==> src/rtl/mem_access_ctrl_pkg.sv <==
// Shared definitions for the data-memory access controller.
// Holds the fun3 width/sign encodings, the sequencing FSM state type and the
// base byte-strobe patterns used when building store byte enables.
package mem_access_ctrl_pkg;

  localparam logic [2:0] F3_B  = 3'b000;
  localparam logic [2:0] F3_H  = 3'b001;
  localparam logic [2:0] F3_W  = 3'b010;
  localparam logic [2:0] F3_BU = 3'b100;
  localparam logic [2:0] F3_HU = 3'b101;

  localparam logic [3:0] STRB_B = 4'b0001;
  localparam logic [3:0] STRB_H = 4'b0011;
  localparam logic [3:0] STRB_W = 4'b1111;

  typedef enum logic [1:0] {
    S_IDLE,
    S_REQ,
    S_WAIT,
    S_DONE
  } state_t;

endpackage

==> src/rtl/mem_access_ctrl_load_formatter.sv <==
// Load data formatter: selects the addressed byte/halfword from a memory word
// and sign- or zero-extends it to 32 bits.
// Ports:
//   i_rdata  [31:0] raw word from data memory
//   i_offset [1:0]  byte offset within the word (addr[1:0])
//   i_fun3   [2:0]  width/sign code
//   o_data   [31:0] formatted load result
module load_formatter
  import mem_access_ctrl_pkg::*;
(
  input  logic [31:0] i_rdata,
  input  logic [1:0]  i_offset,
  input  logic [2:0]  i_fun3,
  output logic [31:0] o_data
);

  logic [7:0]  w_byte;
  logic [15:0] w_half;

  always_comb begin
    w_byte = '0;
    case (i_offset)
      2'd0:    w_byte = i_rdata[7:0];
      2'd1:    w_byte = i_rdata[15:8];
      2'd2:    w_byte = i_rdata[23:16];
      default: w_byte = i_rdata[31:24];
    endcase
    w_half = i_offset[1] ? i_rdata[31:16] : i_rdata[15:0];

    o_data = i_rdata;
    case (i_fun3)
      F3_B:    o_data = {{24{w_byte[7]}}, w_byte};
      F3_BU:   o_data = {24'd0, w_byte};
      F3_H:    o_data = {{16{w_half[15]}}, w_half};
      F3_HU:   o_data = {16'd0, w_half};
      default: o_data = i_rdata;
    endcase
  end

endmodule

==> src/rtl/mem_access_ctrl.sv <==
// Data-memory load/store sequencer for the RV32I core.
// Checks legality/alignment of decoded loads and stores, issues one req/gnt
// transaction (plus rvalid for reads), stalls the core until completion, and
// aborts with bus_err after TIMEOUT cycles in REQ/WAIT.
// Ports:
//   clk, rst_n                  clock, async active-low reset
//   load, store, fun3, addr, wdata   decode/ALU request
//   stall                       hold pipeline
//   ld_data, ld_valid           formatted load result and update pulse
//   misalign_err, access_err, bus_err   one-cycle error pulses
//   mem_req, mem_we, mem_addr, mem_wstrb, mem_wdata, mem_gnt,
//   mem_rvalid, mem_rdata       data memory port
module mem_access_ctrl
  import mem_access_ctrl_pkg::*;
#(
  parameter int unsigned TIMEOUT = 16,
  parameter int unsigned CNT_W   = 5
) (
  input  logic        clk,
  input  logic        rst_n,
  input  logic        load,
  input  logic        store,
  input  logic [2:0]  fun3,
  input  logic [31:0] addr,
  input  logic [31:0] wdata,
  output logic        stall,
  output logic [31:0] ld_data,
  output logic        ld_valid,
  output logic        misalign_err,
  output logic        access_err,
  output logic        bus_err,
  output logic        mem_req,
  output logic        mem_we,
  output logic [31:0] mem_addr,
  output logic [3:0]  mem_wstrb,
  output logic [31:0] mem_wdata,
  input  logic        mem_gnt,
  input  logic        mem_rvalid,
  input  logic [31:0] mem_rdata
);

  state_t           r_state;
  logic [CNT_W-1:0] r_cnt;
  logic [31:0]      r_addr;
  logic [2:0]       r_fun3;
  logic             r_we;
  logic [3:0]       r_strb;
  logic [31:0]      r_wdata;
  logic [31:0]      r_ld_data;
  logic             r_ld_valid;

  logic        w_idle_req;
  logic        w_f3_ok;
  logic        w_access;
  logic        w_misalign;
  logic        w_start;
  logic [3:0]  w_strb;
  logic [31:0] w_wdata;
  logic        w_complete;
  logic        w_timeout;
  logic [31:0] w_fmt;

  always_comb begin
    w_idle_req = (r_state == S_IDLE) && (load || store);
    if (load)
      w_f3_ok = (fun3 == F3_B) || (fun3 == F3_H) || (fun3 == F3_W) ||
                (fun3 == F3_BU) || (fun3 == F3_HU);
    else
      w_f3_ok = (fun3 == F3_B) || (fun3 == F3_H) || (fun3 == F3_W);

    // Alignment is only reported once the access is otherwise legal.
    w_access   = w_idle_req && ((load && store) || !w_f3_ok);
    w_misalign = w_idle_req && !w_access &&
                 (((fun3[1:0] == 2'b01) && addr[0]) ||
                  ((fun3[1:0] == 2'b10) && (addr[1:0] != 2'b00)));
    w_start    = w_idle_req && !w_access && !w_misalign;

    w_strb  = '0;
    w_wdata = wdata;
    if (store) begin
      case (fun3[1:0])
        2'b00:   begin
          w_strb  = STRB_B << addr[1:0];
          w_wdata = {4{wdata[7:0]}};
        end
        2'b01:   begin
          w_strb  = STRB_H << {addr[1], 1'b0};
          w_wdata = {2{wdata[15:0]}};
        end
        default: w_strb = STRB_W;
      endcase
    end

    w_complete = ((r_state == S_REQ) && mem_gnt && r_we) ||
                 ((r_state == S_WAIT) && mem_rvalid);
    w_timeout  = ((r_state == S_REQ) || (r_state == S_WAIT)) &&
                 (r_cnt == CNT_W'(TIMEOUT - 1)) && !w_complete;
  end

  load_formatter u_fmt (
    .i_rdata  (mem_rdata),
    .i_offset (r_addr[1:0]),
    .i_fun3   (r_fun3),
    .o_data   (w_fmt)
  );

  always_ff @(posedge clk or negedge rst_n) begin
    if (!rst_n) begin
      r_state    <= S_IDLE;
      r_cnt      <= '0;
      r_addr     <= '0;
      r_fun3     <= '0;
      r_we       <= 1'b0;
      r_strb     <= '0;
      r_wdata    <= '0;
      r_ld_data  <= '0;
      r_ld_valid <= 1'b0;
    end else begin
      r_ld_valid <= 1'b0;
      case (r_state)
        S_IDLE: begin
          if (w_start) begin
            r_addr  <= addr;
            r_fun3  <= fun3;
            r_we    <= store;
            r_strb  <= w_strb;
            r_wdata <= w_wdata;
            r_cnt   <= '0;
            r_state <= S_REQ;
          end
        end
        S_REQ: begin
          r_cnt <= r_cnt + CNT_W'(1);
          if (w_timeout)
            r_state <= S_DONE;
          else if (mem_gnt)
            r_state <= r_we ? S_DONE : S_WAIT;
        end
        S_WAIT: begin
          r_cnt <= r_cnt + CNT_W'(1);
          if (mem_rvalid) begin
            r_ld_data  <= w_fmt;
            r_ld_valid <= 1'b1;
            r_state    <= S_DONE;
          end else if (w_timeout) begin
            r_state <= S_DONE;
          end
        end
        default: r_state <= S_IDLE;
      endcase
    end
  end

  assign stall        = w_start || (r_state == S_REQ) || (r_state == S_WAIT);
  assign misalign_err = w_misalign;
  assign access_err   = w_access;
  assign bus_err      = w_timeout;
  assign ld_data      = r_ld_data;
  assign ld_valid     = r_ld_valid;
  assign mem_req      = (r_state == S_REQ);
  assign mem_we       = (r_state == S_REQ) && r_we;
  assign mem_addr     = {r_addr[31:2], 2'b00};
  assign mem_wstrb    = (r_state == S_REQ) ? r_strb : 4'b0000;
  assign mem_wdata    = r_wdata;

endmodule
==> config.mk <==
export PLATFORM = sky130hd
export DESIGN_NAME = mem_access_ctrl
export DESIGN_NICKNAME = d
export VERILOG_FILES = /design/src/rtl/mem_access_ctrl_pkg.sv /design/src/rtl/mem_access_ctrl_load_formatter.sv /design/src/rtl/mem_access_ctrl.sv
export SDC_FILE = /design/constraint.sdc
export NUM_CORES = 1
export LEC_CHECK = 0
export CAP_MARGIN = 20
export CORE_MARGIN = 3
export CORE_UTILIZATION = 56
export CTS_CLUSTER_SIZE = 20
export DETAILED_ROUTE_END_ITERATION = 8
export DONT_BUFFER_PORTS = 1
export PLACE_DENSITY = 0.78
export SETUP_SLACK_MARGIN = 0.3
export SLEW_MARGIN = 0
export SYNTH_ARGS = -nofsm -noshare
export SYNTH_HDL_FRONTEND = slang
export SYNTH_SLANG_ARGS = --single-unit
==> constraint.sdc <==
create_clock -name clk -period 4.62 [get_ports clk]
set_input_delay 0.924 -clock clk [delete_from_list [all_inputs] [get_ports clk]]
set_output_delay 0.924 -clock clk [all_outputs]
set_load 0.03 [all_outputs]
### Word-level counts from Yosys, hierarchy flattened

Index checks and enable logic that the tools add are counted.

| word-level totals | value |
|---|---|
| bits in registers | 112 |
| bits in latches | 0 |
| RAM bits | 0 |
| bits in read-only memories | 0 |
| output and inout bits | 107 |
| memories kept | 0 |

| cells by class | value |
|---|---|
| $add $sub $neg | 1 |
| $mul | 0 |
| divide/modulo/power cells | 0 |
| magnitude comparators | 0 |
| equality and inequality tests | 17 |
| shift operators | 2 |
| mux-type cells | 20 |
| bitwise operators | 0 |
| reduce and logical (&&, ||, !) cells | 41 |

Operators by type and width:

| cell | count |
|---|---|
| one-hot mux 32 bit (4 select lines) | 1 |
| one-hot mux 32 bit (2 select lines) | 1 |
| 2-to-1 mux 32 bit | 1 |
| one-hot mux 8 bit (3 select lines) | 1 |
| 2-to-1 mux 16 bit | 1 |
| logical AND 1 bit | 14 |
| == test 3 bit (second input constant) | 4 |
| logical OR 1 bit | 11 |
| 2-to-1 mux 2 bit | 5 |
| one-hot mux 5 bit (2 select lines) | 1 |
| 2-to-1 mux 4 bit | 2 |
| one-hot mux 4 bit (2 select lines) | 1 |
| == test 2 x 1 -> 1 bit (second input constant) | 3 |
| == test 2 bit (second input constant) | 3 |
| == test 3 x 1 -> 1 bit (second input constant) | 2 |
| zero test 2 bit | 3 |
| zero test 3 bit | 2 |
| one-hot mux 2 bit (3 select lines) | 1 |
| AND reduction 2 bit | 3 |
| adder 5 x 1 -> 5 bit (second input constant) | 1 |
| == test 5 x 4 -> 1 bit (second input constant) | 1 |
| 2-to-1 mux 5 bit | 1 |
| zero test 1 bit | 4 |
| 2-to-1 mux 1 bit | 4 |
| 9 further kinds | 10 |

### Longest topological paths before layout

Gate-level depths: netlist (run 1).

| depth | value |
|---|---|
| word-level depth | 16 |
| depth in mapped cells | 8 |

### Hierarchy

A second synthesis (run 1) with hierarchy kept.

| unflattened totals | value |
|---|---|
| cell total of the unflattened synthesis | 563 |
| area, all modules | 6422.4 um^2 |

By module, submodules not included:

| module | instances | cells an instance | area an instance (um^2) | seq. area each (um^2) |
|---|---|---|---|---|
| mem_access_ctrl | 1 | 430 | 5452.7 | 2802.7 |
| load_formatter | 1 | 133 | 969.7 | 0.0 |

### Least setup slack after synthesis (run 1)

Ideal clock, no wire load.

| timing | value |
|---|---|
| path kind | input to output |
| start point | in fun3[1] |
| end point | out stall |
| data arrival time | 2.143 ns |
| required time | 3.696 ns |
| slack | 1.553 ns |
| stages on the path | 6 |
| cells stage by stage | buf_2 > o21ai_0 > and4b_1 > and3_1 > buf_2 > or3_1 |

| between the ends | value |
|---|---|
| longest elaborated chain between the ends | 16 |
| elaborated cells between the ends (all ways) | 25 |
| those cells by class | eq/ne (6); mux (1); reduce/logical (18) |

Ends and longest elaborated chain:

| element | line | text |
|---|---|---|
| from (decl) | mem_access_ctrl.sv:23 | `input logic [2:0] fun3,` |
| == test 3 x 1 -> 1 bit / zero test 3 bit (equally long branches) | mem_access_ctrl.sv:66, mem_access_ctrl.sv:69 |  |
| logical OR 1 bit (2 in a row) | mem_access_ctrl.sv:66, mem_access_ctrl.sv:69 |  |
| logical OR 1 bit | mem_access_ctrl.sv:66 | `w_f3_ok = (fun3 == F3_B) \|\| (fun3 == F3_H) \|\| (fun3 == F3_W) \|\|` |
| logical OR 1 bit | mem_access_ctrl.sv:67 | `(fun3 == F3_BU) \|\| (fun3 == F3_HU);` |
| 2-to-1 mux 1 bit | mem_access_ctrl.sv:65 | `if (load)` |
| zero test 1 bit | mem_access_ctrl.sv:72 | `w_access = w_idle_req && ((load && store) \|\| !w_f3_ok);` |
| logical OR 1 bit | mem_access_ctrl.sv:72 |  |
| logical AND 1 bit | mem_access_ctrl.sv:72 |  |
| zero test 1 bit | mem_access_ctrl.sv:73, mem_access_ctrl.sv:76 |  |
| logical AND 1 bit | mem_access_ctrl.sv:73, mem_access_ctrl.sv:76 |  |
| logical AND 1 bit | mem_access_ctrl.sv:73 | `w_misalign = w_idle_req && !w_access &&` |
| zero test 1 bit | mem_access_ctrl.sv:76 | `w_start = w_idle_req && !w_access && !w_misalign;` |
| logical AND 1 bit (*) | mem_access_ctrl.sv:76 |  |
| logical OR 1 bit (*) (2 in a row) | mem_access_ctrl.sv:154 | `assign stall = w_start \|\| (r_state == S_REQ) \|\| (r_state == S_WAIT);` |
| to (decl) | mem_access_ctrl.sv:26 | `output logic stall,` |

Every way passes the cells marked *; elsewhere a longest branch is shown, timed or not.

### Worst setup path after layout (run 1)

| timing | value |
|---|---|
| start point | reg r_state[0] |
| end point | out bus_err |

| between the ends | value |
|---|---|
| longest elaborated chain between the ends | 6 |
| elaborated cells between the ends (all ways) | 10 |
| those cells by class | eq/ne (2); reduce/logical (8) |

Ends and longest elaborated chain:

| element | line | text |
|---|---|---|
| from (decl) | mem_access_ctrl.sv:42 | `state_t r_state;` |
| from (signal assigned) | mem_access_ctrl.sv:137 | `r_state <= r_we ? S_DONE : S_WAIT;` |
| == test 2 x 1 -> 1 bit | mem_access_ctrl.sv:94, mem_access_ctrl.sv:96 |  |
| logical AND 1 bit (2 in a row) | mem_access_ctrl.sv:94 | `w_complete = ((r_state == S_REQ) && mem_gnt && r_we) \|\|` |
| logical OR 1 bit | mem_access_ctrl.sv:94 |  |
| zero test 1 bit | mem_access_ctrl.sv:97 | `(r_cnt == CNT_W'(TIMEOUT - 1)) && !w_complete;` |
| logical AND 1 bit (*) | mem_access_ctrl.sv:97 |  |
| to (decl) | mem_access_ctrl.sv:31 | `output logic bus_err,` |

Marks and branches as above.

==> results.py, run 1 <==
metrics = {
    "status": {
        "status": "complete, no violations",
    },
    "clocking": {
        "clockBufferDepth": 2,
        "cts_resized": 0,
        "clock_sinks": 112,
        "cts_buffers": 9,
        "clk_latency_ns": 0.36,
        "htreeDepth": 3,
        "post_cts_buffers": 0,
        "clkSlewWorstSetupHoldPaths_ns": 0.11,
        "cts_tree": "done",
        "ctsHoldBuffers": 0,
        "cts_root_buf": "clkbuf_8",
    },
    "timing": {
        "hold_viol": 0,
        "worst_slew_pin_slew_ns": 0.972,
        "rsz0062_at_grt": "no",
        "setup-tns-final_ns": 0,
        "setup_violations": 0,
        "min_period_over_period_pct": 75.0,
        "layout_min_cycle_time_ns": 3.46,
        "timing.fmax_ghz": 0.289,
        "worst_slack_ns": 1.16,
        "slew_headroom_pct": 35.2,
        "drv_slew": 0,
        "finalClockSkew_ns": 0.0174,
    },
    "place": {
        "gp_congestion": 0.887,
        "dpl.hpwl_mm": 9.16,
        "placed_cells": 681,
        "dp_slack_ns": 1.38,
        "portBuffers": 0,
        "dpl_cell_area_um2": 5350,
    },
    "cells_and_area": {
        "n_antenna_cell": 0,
        "drive_above_1_share_pct": 5.63,
        "stdcell_count": 697,
        "layout.cells.most_common": "nand2_1",
        "seqCellArea_um2": 2800,
        "fin_util_pct": 59.3,
        "fillers": 833,
        "stdcell_area_um2": 5590,
        "area_growth_pct": 0.790,
        "multiInputGateArea_um2": 2310,
        "final_cell_mix": "193 x nand2_1, 112 x dfrtp_1, 44 x o21ai_0",
        "nets": 675,
    },
    "run": {
        "cap_violations": 0,
    },
    "worst_hold_path": {
        "min_path_type": "input pin to async pin",
    },
    "die": {
        "initial_core_util_pct": 58.9,
        "die_width_um": 105,
        "fp.dieH_um": 105,
        "rows": 35,
        "die_area_um2": 11100,
        "core_area_um2": 9420,
        "ioPinCount": 212,
    },
    "synthesis": {
        "avgSynthCellArea_um2": 9.00,
        "ys_seq_area_share_pct": 50.6,
        "yosys_warnings": 0,
        "syn_area_um2": 5540,
        "yosys_register_bits": 112,
        "netlist-cell-type-count": 48,
        "synthCells": 616,
        "async_reset_ff_share_pct": 100,
        "synth_edf_count": 0,
        "synthFlopType": "dfrtp_1",
    },
    "detailed_routing": {
        "drtIter0Drc": 291,
        "num_vias": 4031,
        "drc": 0,
        "viasPerCell": 5.78,
        "drt_first_pass_iters": 4,
        "routedWlPerCell_um": 18.4,
        "routed_wirelength_mm": 12.9,
        "antenna_left": 0,
    },
    "pwr": {
        "leakage_nw": 2.79,
        "peakVddDrop_uv": 383,
        "p_per_area_nw_per_um2": 771,
    },
    "critical_path": {
        "cp-end-kind": "output pin",
        "start_kind": "flip-flop",
        "path_class": "flip-flop to output pin",
        "arrival_ns": 2.54,
        "critPathMaxFanout": 43,
        "reg2reg_depth": 9,
        "critPathRequiredTime_ns": 3.70,
    },
    "global_route": {
        "first_global_vias": 3977,
        "grt_max_degree": 113,
        "grt_first_pass_wirelength_mm": 20.9,
        "grt_antenna_before_repair": 0,
        "grt_use_total_pct": 23.3,
        "gr-total-overflow": 0,
    },
}
worst max-delay path: stages (launching register included):
cell and delay [ns]:
dfrtp_1 0.41, inv_1 0.08, ha_1 0.23, nand2_1 0.07, buf_4 0.36, inv_1 0.46
a211oi_1 0.32, buf_4 0.22
flip-flops by register name, summed over array words and instances (netlist names):
signal	flops
r_addr	32
r_fun3	3
mem_wdata	32
ld_data	32
r_strb	4
r_cnt	5
r_we	1
r_state	2
ld_valid	1
kinds of logic after synthesis:
family / share of synthesized area [%]
simple gates: 22.0
flops: 50.6
other cells: 0.0677
buf+inv: 7.99
fa+ha+maj: 1.35
compound gates: 11.0
mux: 6.98
synth_stat cells, types with 5 or more instances:
| cell | n | area share [%] |
|---|---|---|
| clkbuf_1 | 19 | 1.3 |
| buf_1 | 5 | 0.34 |
| a2bb2oi_1 | 5 | 0.79 |
| nor2_1 | 23 | 1.6 |
| a21oi_1 | 13 | 1.2 |
| and2_1 | 6 | 0.68 |
| inv_1 | 11 | 0.74 |
| nand2_1 | 193 | 13 |
| buf_2 | 12 | 1.1 |
| mux2i_1 | 33 | 6.0 |
| dfrtp_1 | 112 | 51 |
| a31oi_1 | 6 | 0.68 |
| ha_1 | 6 | 1.4 |
| o21ai_0 | 44 | 4.0 |
| buf_4 | 32 | 4.3 |
| and3_1 | 10 | 1.1 |
| a221o_1 | 8 | 1.4 |
| nand3_1 | 33 | 3.0 |
routing by layer:
metal	vias to the layer above	track usage, %	share of wire (%)
met5	-	0	0
met4	0	4.35	0.94
met3	13	8.88	10
met2	180	37.5	48
met1	1920	30.5	40
li1	1918	-	-
where the power goes:
part	switching, mW	leakage, nW	internal (mW)	total, mW
sequential	1.16	1.41	1.42	2.57
combinational	0.641	1.28	0.459	1.10
clock	0.325	0.106	0.306	0.631
total	2.12	2.79	2.18	4.30
final timing paths:
check,startpoint,to,slack [ns]
min in group clk,r_strb[1],r_strb[1],0.48
max,r_state[0],bus_err,1.16
max in group asynchronous,rst_n,mem_wdata[20],4.16
min,rst_n,r_addr[11],0.25
max reg2reg,r_state[0],r_state[0],1.81
min reg2reg,r_strb[1],r_strb[1],0.48
per-stage QoR:
| step | power [mW] | hold slack, ns |
|---|---|---|
| after floorplan | 3.57 | 0.442 |
| final | 4.30 | 0.247 |
| after global placement | 3.60 | 0.461 |
| after global routing | 4.60 | 0.212 |
| after CTS | 4.31 | 0.220 |
| after detailed placement | 3.68 | 0.464 |
final cells by class:
cell class,instances,area share [%]
clock buffer,9,2.22
clock inverter,6,1.61
inverter,11,0.739
sequential,112,50.2
tap,129,2.89
timing repair buffer,5,1.03
multi-input combinational,425,41.3
(Power assumes the default switching activity.)
==> run 2: changes to the inputs <==
--- a/config.mk
+++ b/config.mk
@@ -11,7 +11,7 @@
 export CTS_CLUSTER_SIZE = 20
 export DETAILED_ROUTE_END_ITERATION = 8
 export DONT_BUFFER_PORTS = 1
-export PLACE_DENSITY = 0.78
+export PLACE_DENSITY = 0.81
 export SETUP_SLACK_MARGIN = 0.3
 export SLEW_MARGIN = 0
 export SYNTH_ARGS = -nofsm -noshare
==> constraint.sdc (replaced) <==
create_clock -name clk -period 2.8 [get_ports clk]
set_input_delay 0.56 -clock clk [delete_from_list [all_inputs] [get_ports clk]]
set_output_delay 0.56 -clock clk [all_outputs]
set_load 0.03 [all_outputs]
==> run 2 against run 1 <==
Effect of this change:
- the flow now finishes with violations (hold timing)
- sequential power is 64% higher
- die area did not move
- final area grew 1.4%
- setup slack got worse by 0.71 ns
- sequential share of layout area is 0.69 points lower
==> results.py, run 2 (synthesized netlist as in run 1, its figures left out) <==
metrics = {
    "status": {
        "status": "finished with violations",
        "violations": "hold timing",
    },
    "pwr": {
        "p_per_area_nw_per_um2": 1260,
        "leakage_nw": 2.84,
        "peakVddDrop_uv": 583,
        "power_mw": 7.13,
    },
    "clocking": {
        "cts_buffers": 9,
        "htreeDepth": 3,
        "clock_sinks": 112,
        "clockBufferDepth": 2,
        "cts_tree": "done",
        "cts_root_buf": "clkbuf_8",
        "clk_latency_ns": 0.37,
        "clkSlewWorstSetupHoldPaths_ns": 0.11,
    },
    "critical_path": {
        "path_class": "flip-flop to output pin",
        "critPathRequiredTime_ns": 2.24,
        "critPathMaxFanout": 12,
        "slowest_delay_ns": 0.38,
        "cp-end-kind": "output pin",
        "start_kind": "flip-flop",
        "startpoint": "r_state[0]",
        "path_cells": "inv_1 > ha_1 > nand2_1 > buf_4 > inv_1 > a211oi_2 > buf_4",
        "path_buf_inv": 4,
        "critPathSlowestCell": "dfrtp_1",
        "arrival_ns": 1.79,
        "critPathTopFamily": "buffers and inverters",
        "r2r-start": "r_state[1]",
    },
    "timing": {
        "setup-tns-final_ns": 0,
        "worst_slew_pin_slew_ns": 0.729,
        "slew_headroom_pct": 51.3,
        "rsz0062_at_grt": "no",
        "timing.fmax_ghz": 0.425,
        "layout_min_cycle_time_ns": 2.35,
        "hold_viol": 112,
        "finalClockSkew_ns": 0.0195,
        "drv_slew": 0,
        "whs_ns": -0.131,
        "min_period_over_period_pct": 84.0,
        "setup_violations": 0,
    },
    "cells_and_area": {
        "drive_above_1_share_pct": 8.10,
        "n_antenna_cell": 0,
        "final_cell_mix": "193 x nand2_1, 112 x dfrtp_1, 44 x o21ai_0",
        "nets": 687,
        "fillers": 812,
        "area_growth_pct": 2.19,
        "layout.cells.most_common": "nand2_1",
    },
    "place": {
        "portBuffers": 0,
        "gp_congestion": 0.842,
        "dpl.hpwl_mm": 9.88,
    },
    "detailed_routing": {
        "drt_first_pass_iters": 5,
        "num_vias": 4095,
        "drtIter0Drc": 308,
        "routed_wirelength_mm": 13.4,
        "drc": 0,
        "antenna_left": 0,
        "routedWlPerCell_um": 19.0,
        "viasPerCell": 5.78,
    },
    "die": {
        "die_width_um": 105,
        "initial_core_util_pct": 58.9,
        "rows": 35,
        "die_area_um2": 11100,
        "ioPinCount": 212,
        "fp.dieH_um": 105,
        "core_area_um2": 9420,
    },
    "worst_hold_path": {
        "min_path_type": "input pin to async pin",
    },
    "global_route": {
        "grt_max_degree": 113,
        "grt_antenna_before_repair": 0,
        "grt_first_pass_wirelength_mm": 21.2,
        "gr-total-overflow": 0,
        "first_global_vias": 4040,
        "grt_use_total_pct": 23.8,
    },
    "run": {
        "cap_violations": 0,
    },
}
-- run 2: what timing repair did --
action | 4_1_cts | 5_1_grt
cloned | 0 | 0
gates resized for setup | 1 | 1
setup endpoints to repair | 1 | 2
endpoints found under the hold margin | 112 | 112
buffers inserted | 0 | 1
-- run 2: worst paths after layout --
kind	slack [ns]	to	cells past startpoint
min in group clk	0.29	r_addr[24]	2
setup reg to reg	0.75	r_addr[11]	6
hold / removal	-0.13	mem_wdata[19]	0
max in group asynchronous	2.76	r_cnt[3]	0
hold reg to reg	0.49	r_strb[3]	2
setup / recovery	0.45	bus_err	7
-- run 2: metal layers --
metal	global-route usage (%)	share of wire [%]
met5	0	0
met4	6.20	1.1
met3	8.63	9.6
met2	39.4	50
met1	29.6	39
-- run 2: final cells by class --
class                           instances  area [µm²]  area share [%]
Inverter                               11        41.3           0.729
Multi-Input combinational cell        425        2320            41.0
Clock inverter                          4        36.3           0.641
Tap cell                              129         161            2.85
Clock buffer                           11         151            2.67
Sequential cell                       112        2800            49.5
Timing Repair Buffer                   17         148            2.61
-- run 2: power breakdown --
group          switching (mW)  leakage [nW]  internal, mW
combinational            1.14          1.34         0.836
clock                   0.559        0.0943         0.382
sequential               1.87          1.41          2.34
-- run 2: per-stage QoR --
| stage | instance area (µm²) | utilization (%) | hold slack [ns] | cells | setup WS [ns] |
|---|---|---|---|---|---|
| 6_report | 5660 | 60.2 | -0.131 | 709 | 0.448 |
| 5_1_grt | 5660 | 60.2 | -0.170 | 709 | 0.300 |
| 4_1_cts | 5620 | 59.7 | -0.157 | 707 | 0.386 |
| 3_5_place_dp | 5430 | 57.7 | 0.266 | 692 | 0.373 |
| 3_3_place_gp | 5430 | 57.7 | 0.267 | 692 | 0.455 |
| 2_1_floorplan | 5550 | - | 0.264 | 617 | 0.423 |
-- run 2: worst register-to-register path, stage by stage, from the launching register on --
cell and delay (ns):
dfrtp_1 0.41, inv_1 0.11, ha_2 0.28, nand3_4 0.54, buf_4 0.45, nand2_1 0.10, nand2_1 0.07
==> run 3: changes to the inputs <==
--- a/config.mk
+++ b/config.mk
@@ -11,7 +11,7 @@
 export CTS_CLUSTER_SIZE = 20
 export DETAILED_ROUTE_END_ITERATION = 8
 export DONT_BUFFER_PORTS = 1
-export PLACE_DENSITY = 0.81
+export PLACE_DENSITY = 0.78
 export SETUP_SLACK_MARGIN = 0.3
 export SLEW_MARGIN = 0
 export SYNTH_ARGS = -nofsm -noshare
==> constraint.sdc (replaced) <==
create_clock -name clk -period 2.2 [get_ports clk]
set_input_delay 0.44 -clock clk [delete_from_list [all_inputs] [get_ports clk]]
set_output_delay 0.44 -clock clk [all_outputs]
set_load 0.03 [all_outputs]
==> run 3 against run 2 <==
Effect of this change:
- the flow still finishes with violations (hold timing)
- die area is the same
- count of clock-buffer cells in the layout down 2
- final area grew 4.1%
- hold slack got worse by 0.11 ns
- clock skew shrank 0.0028 ns
- setup slack got worse by 0.44 ns
- critical endpoint unchanged
- highest routed layer unchanged
==> results.py, run 3 (synthesized netlist as in run 1, its figures left out) <==
metrics = {
    "status": {
        "status": "finished with violations",
        "violations": "hold timing",
    },
    "timing": {
        "rsz0062_at_grt": "yes",
        "worst_slew_pin_slew_ns": 0.896,
        "setup-tns-final_ns": 0,
        "drv_slew": 0,
        "timing.fmax_ghz": 0.455,
        "layout_min_cycle_time_ns": 2.20,
        "hold_viol": 112,
        "whs_ns": -0.245,
        "setup_violations": 0,
        "slew_headroom_pct": 40.3,
        "min_period_over_period_pct": 99.8,
        "worst_slack_ns": 0.00393,
        "finalClockSkew_ns": 0.0167,
    },
    "die": {
        "fp.dieH_um": 105,
        "initial_core_util_pct": 58.9,
        "die_width_um": 105,
        "die_area_um2": 11100,
        "ioPinCount": 212,
        "rows": 35,
        "core_area_um2": 9420,
    },
    "place": {
        "dp_slack_ns": 0.265,
        "portBuffers": 0,
        "dpl.hpwl_mm": 10.0,
        "dpl_cell_area_um2": 5470,
        "gp_congestion": 0.877,
    },
    "run": {
        "cap_violations": 0,
    },
    "detailed_routing": {
        "drc": 0,
        "viasPerCell": 5.80,
        "antenna_left": 0,
        "num_vias": 4179,
        "drtIter0Drc": 263,
        "routedWlPerCell_um": 19.5,
        "drt_first_pass_iters": 4,
        "routed_wirelength_mm": 14.0,
    },
    "critical_path": {
        "path_class": "flip-flop to output pin",
        "r2r-start": "r_cnt[0]",
        "critPathRequiredTime_ns": 1.76,
        "path_cells": "ha_2 > and3_4 > ha_4 > nand2_4 > a211oi_4 > buf_6",
        "reg2reg_to": "r_state[0]",
        "reg2reg_depth": 8,
        "startpoint": "r_cnt[0]",
        "slowest_delay_ns": 0.37,
        "critPathTopFamily": "flip-flops",
        "start_kind": "flip-flop",
        "path_buf_inv": 1,
        "r2r_slack_ns": 0.29,
        "critPathMaxFanout": 2,
        "cp-end-kind": "output pin",
        "critPathSlowestCell": "dfrtp_1",
        "arrival_ns": 1.76,
    },
    "cells_and_area": {
        "stdcell_area_um2": 5900,
        "nets": 698,
        "n_antenna_cell": 0,
        "layout.cells.most_common": "nand2_1",
        "multiInputGateArea_um2": 2470,
        "fin_util_pct": 62.6,
        "drive_above_1_share_pct": 14.0,
        "fillers": 812,
        "seqCellArea_um2": 2800,
        "area_growth_pct": 6.37,
        "final_cell_mix": "189 x nand2_1, 111 x dfrtp_1, 43 x o21ai_0",
    },
    "global_route": {
        "grt_max_degree": 113,
        "first_global_vias": 4303,
        "gr-total-overflow": 0,
        "grt_first_pass_wirelength_mm": 21.6,
        "grt_use_total_pct": 24.5,
        "grt_antenna_before_repair": 0,
    },
    "pwr": {
        "p_per_area_nw_per_um2": 1600,
        "leakage_nw": 2.91,
        "power_mw": 9.45,
        "peakVddDrop_uv": 784,
    },
    "clocking": {
        "cts_buffers": 9,
        "clock_sinks": 112,
        "cts_tree": "done",
        "clkSlewWorstSetupHoldPaths_ns": 0.11,
        "htreeDepth": 3,
        "clockBufferDepth": 2,
        "cts_root_buf": "clkbuf_8",
        "clk_latency_ns": 0.37,
    },
    "worst_hold_path": {
        "min_path_type": "input pin to async pin",
    },
}
## run 3: cell count changes in the layout (fill, tap and decap cells not counted), moves of 2 or more
cell      change
buf_4         +4
ha_1          -4
nand2_1       -4
clkbuf_8      -2
and2_1        -5
and2_4        +5
and3_4        +2
nand2_4       +2
inv_1         -4
buf_6         +7
nand2_2       +2
inv_2         +3
ha_4          +3
## run 3: routing by layer
metal / up-vias / share of wire [%] / global-route usage (%)
met1: 1989 / 37 / 28.3
met3: 22 / 10 / 8.57
met2: 206 / 51 / 42.2
met5: - / 0 / 0
li1: 1962 / - / -
met4: 0 / 1.9 / 8.42
## run 3: how the worst max path moves through the flow
stage                             to  slack [ns]  cells past startpoint
after detailed placement  r_state[0]        0.27                      7
after floorplan                stall        0.25                      6
final                        bus_err       0.004                      6
after CTS                    bus_err        0.05                      4
after global placement         stall        0.33                      4
after global routing         bus_err       -0.06                      6
## run 3: per-stage QoR
stage | std cells | hold WS (ns)
3_3_place_gp | 691 | 0.147
5_1_grt | 721 | -0.270
4_1_cts | 719 | -0.260
2_1_floorplan | 617 | 0.144
3_5_place_dp | 691 | 0.147
6_report | 721 | -0.245
## run 3: timing repair
item                                    CTS  global route
gates resized for setup                  15            26
buffers inserted                         12             1
hold endpoints to repair                112           112
gates cloned                              0             1
endpoints found under the setup margin   16            27
pin swaps                                 8             6
## run 3: final cells by class
| class | count | area share (%) |
|---|---|---|
| clock buffer | 9 | 2.10 |
| clock inverter | 7 | 1.04 |
| sequential | 112 | 47.6 |
| inverter | 11 | 0.743 |
| tap | 129 | 2.74 |
| multi-input combinational | 426 | 41.9 |
| timing repair buffer | 27 | 3.88 |
## run 3: power by group
part / internal, mW / switching, mW
Clock: 0.437 / 0.733
Sequential: 2.98 / 2.45
Combinational: 1.28 / 1.56
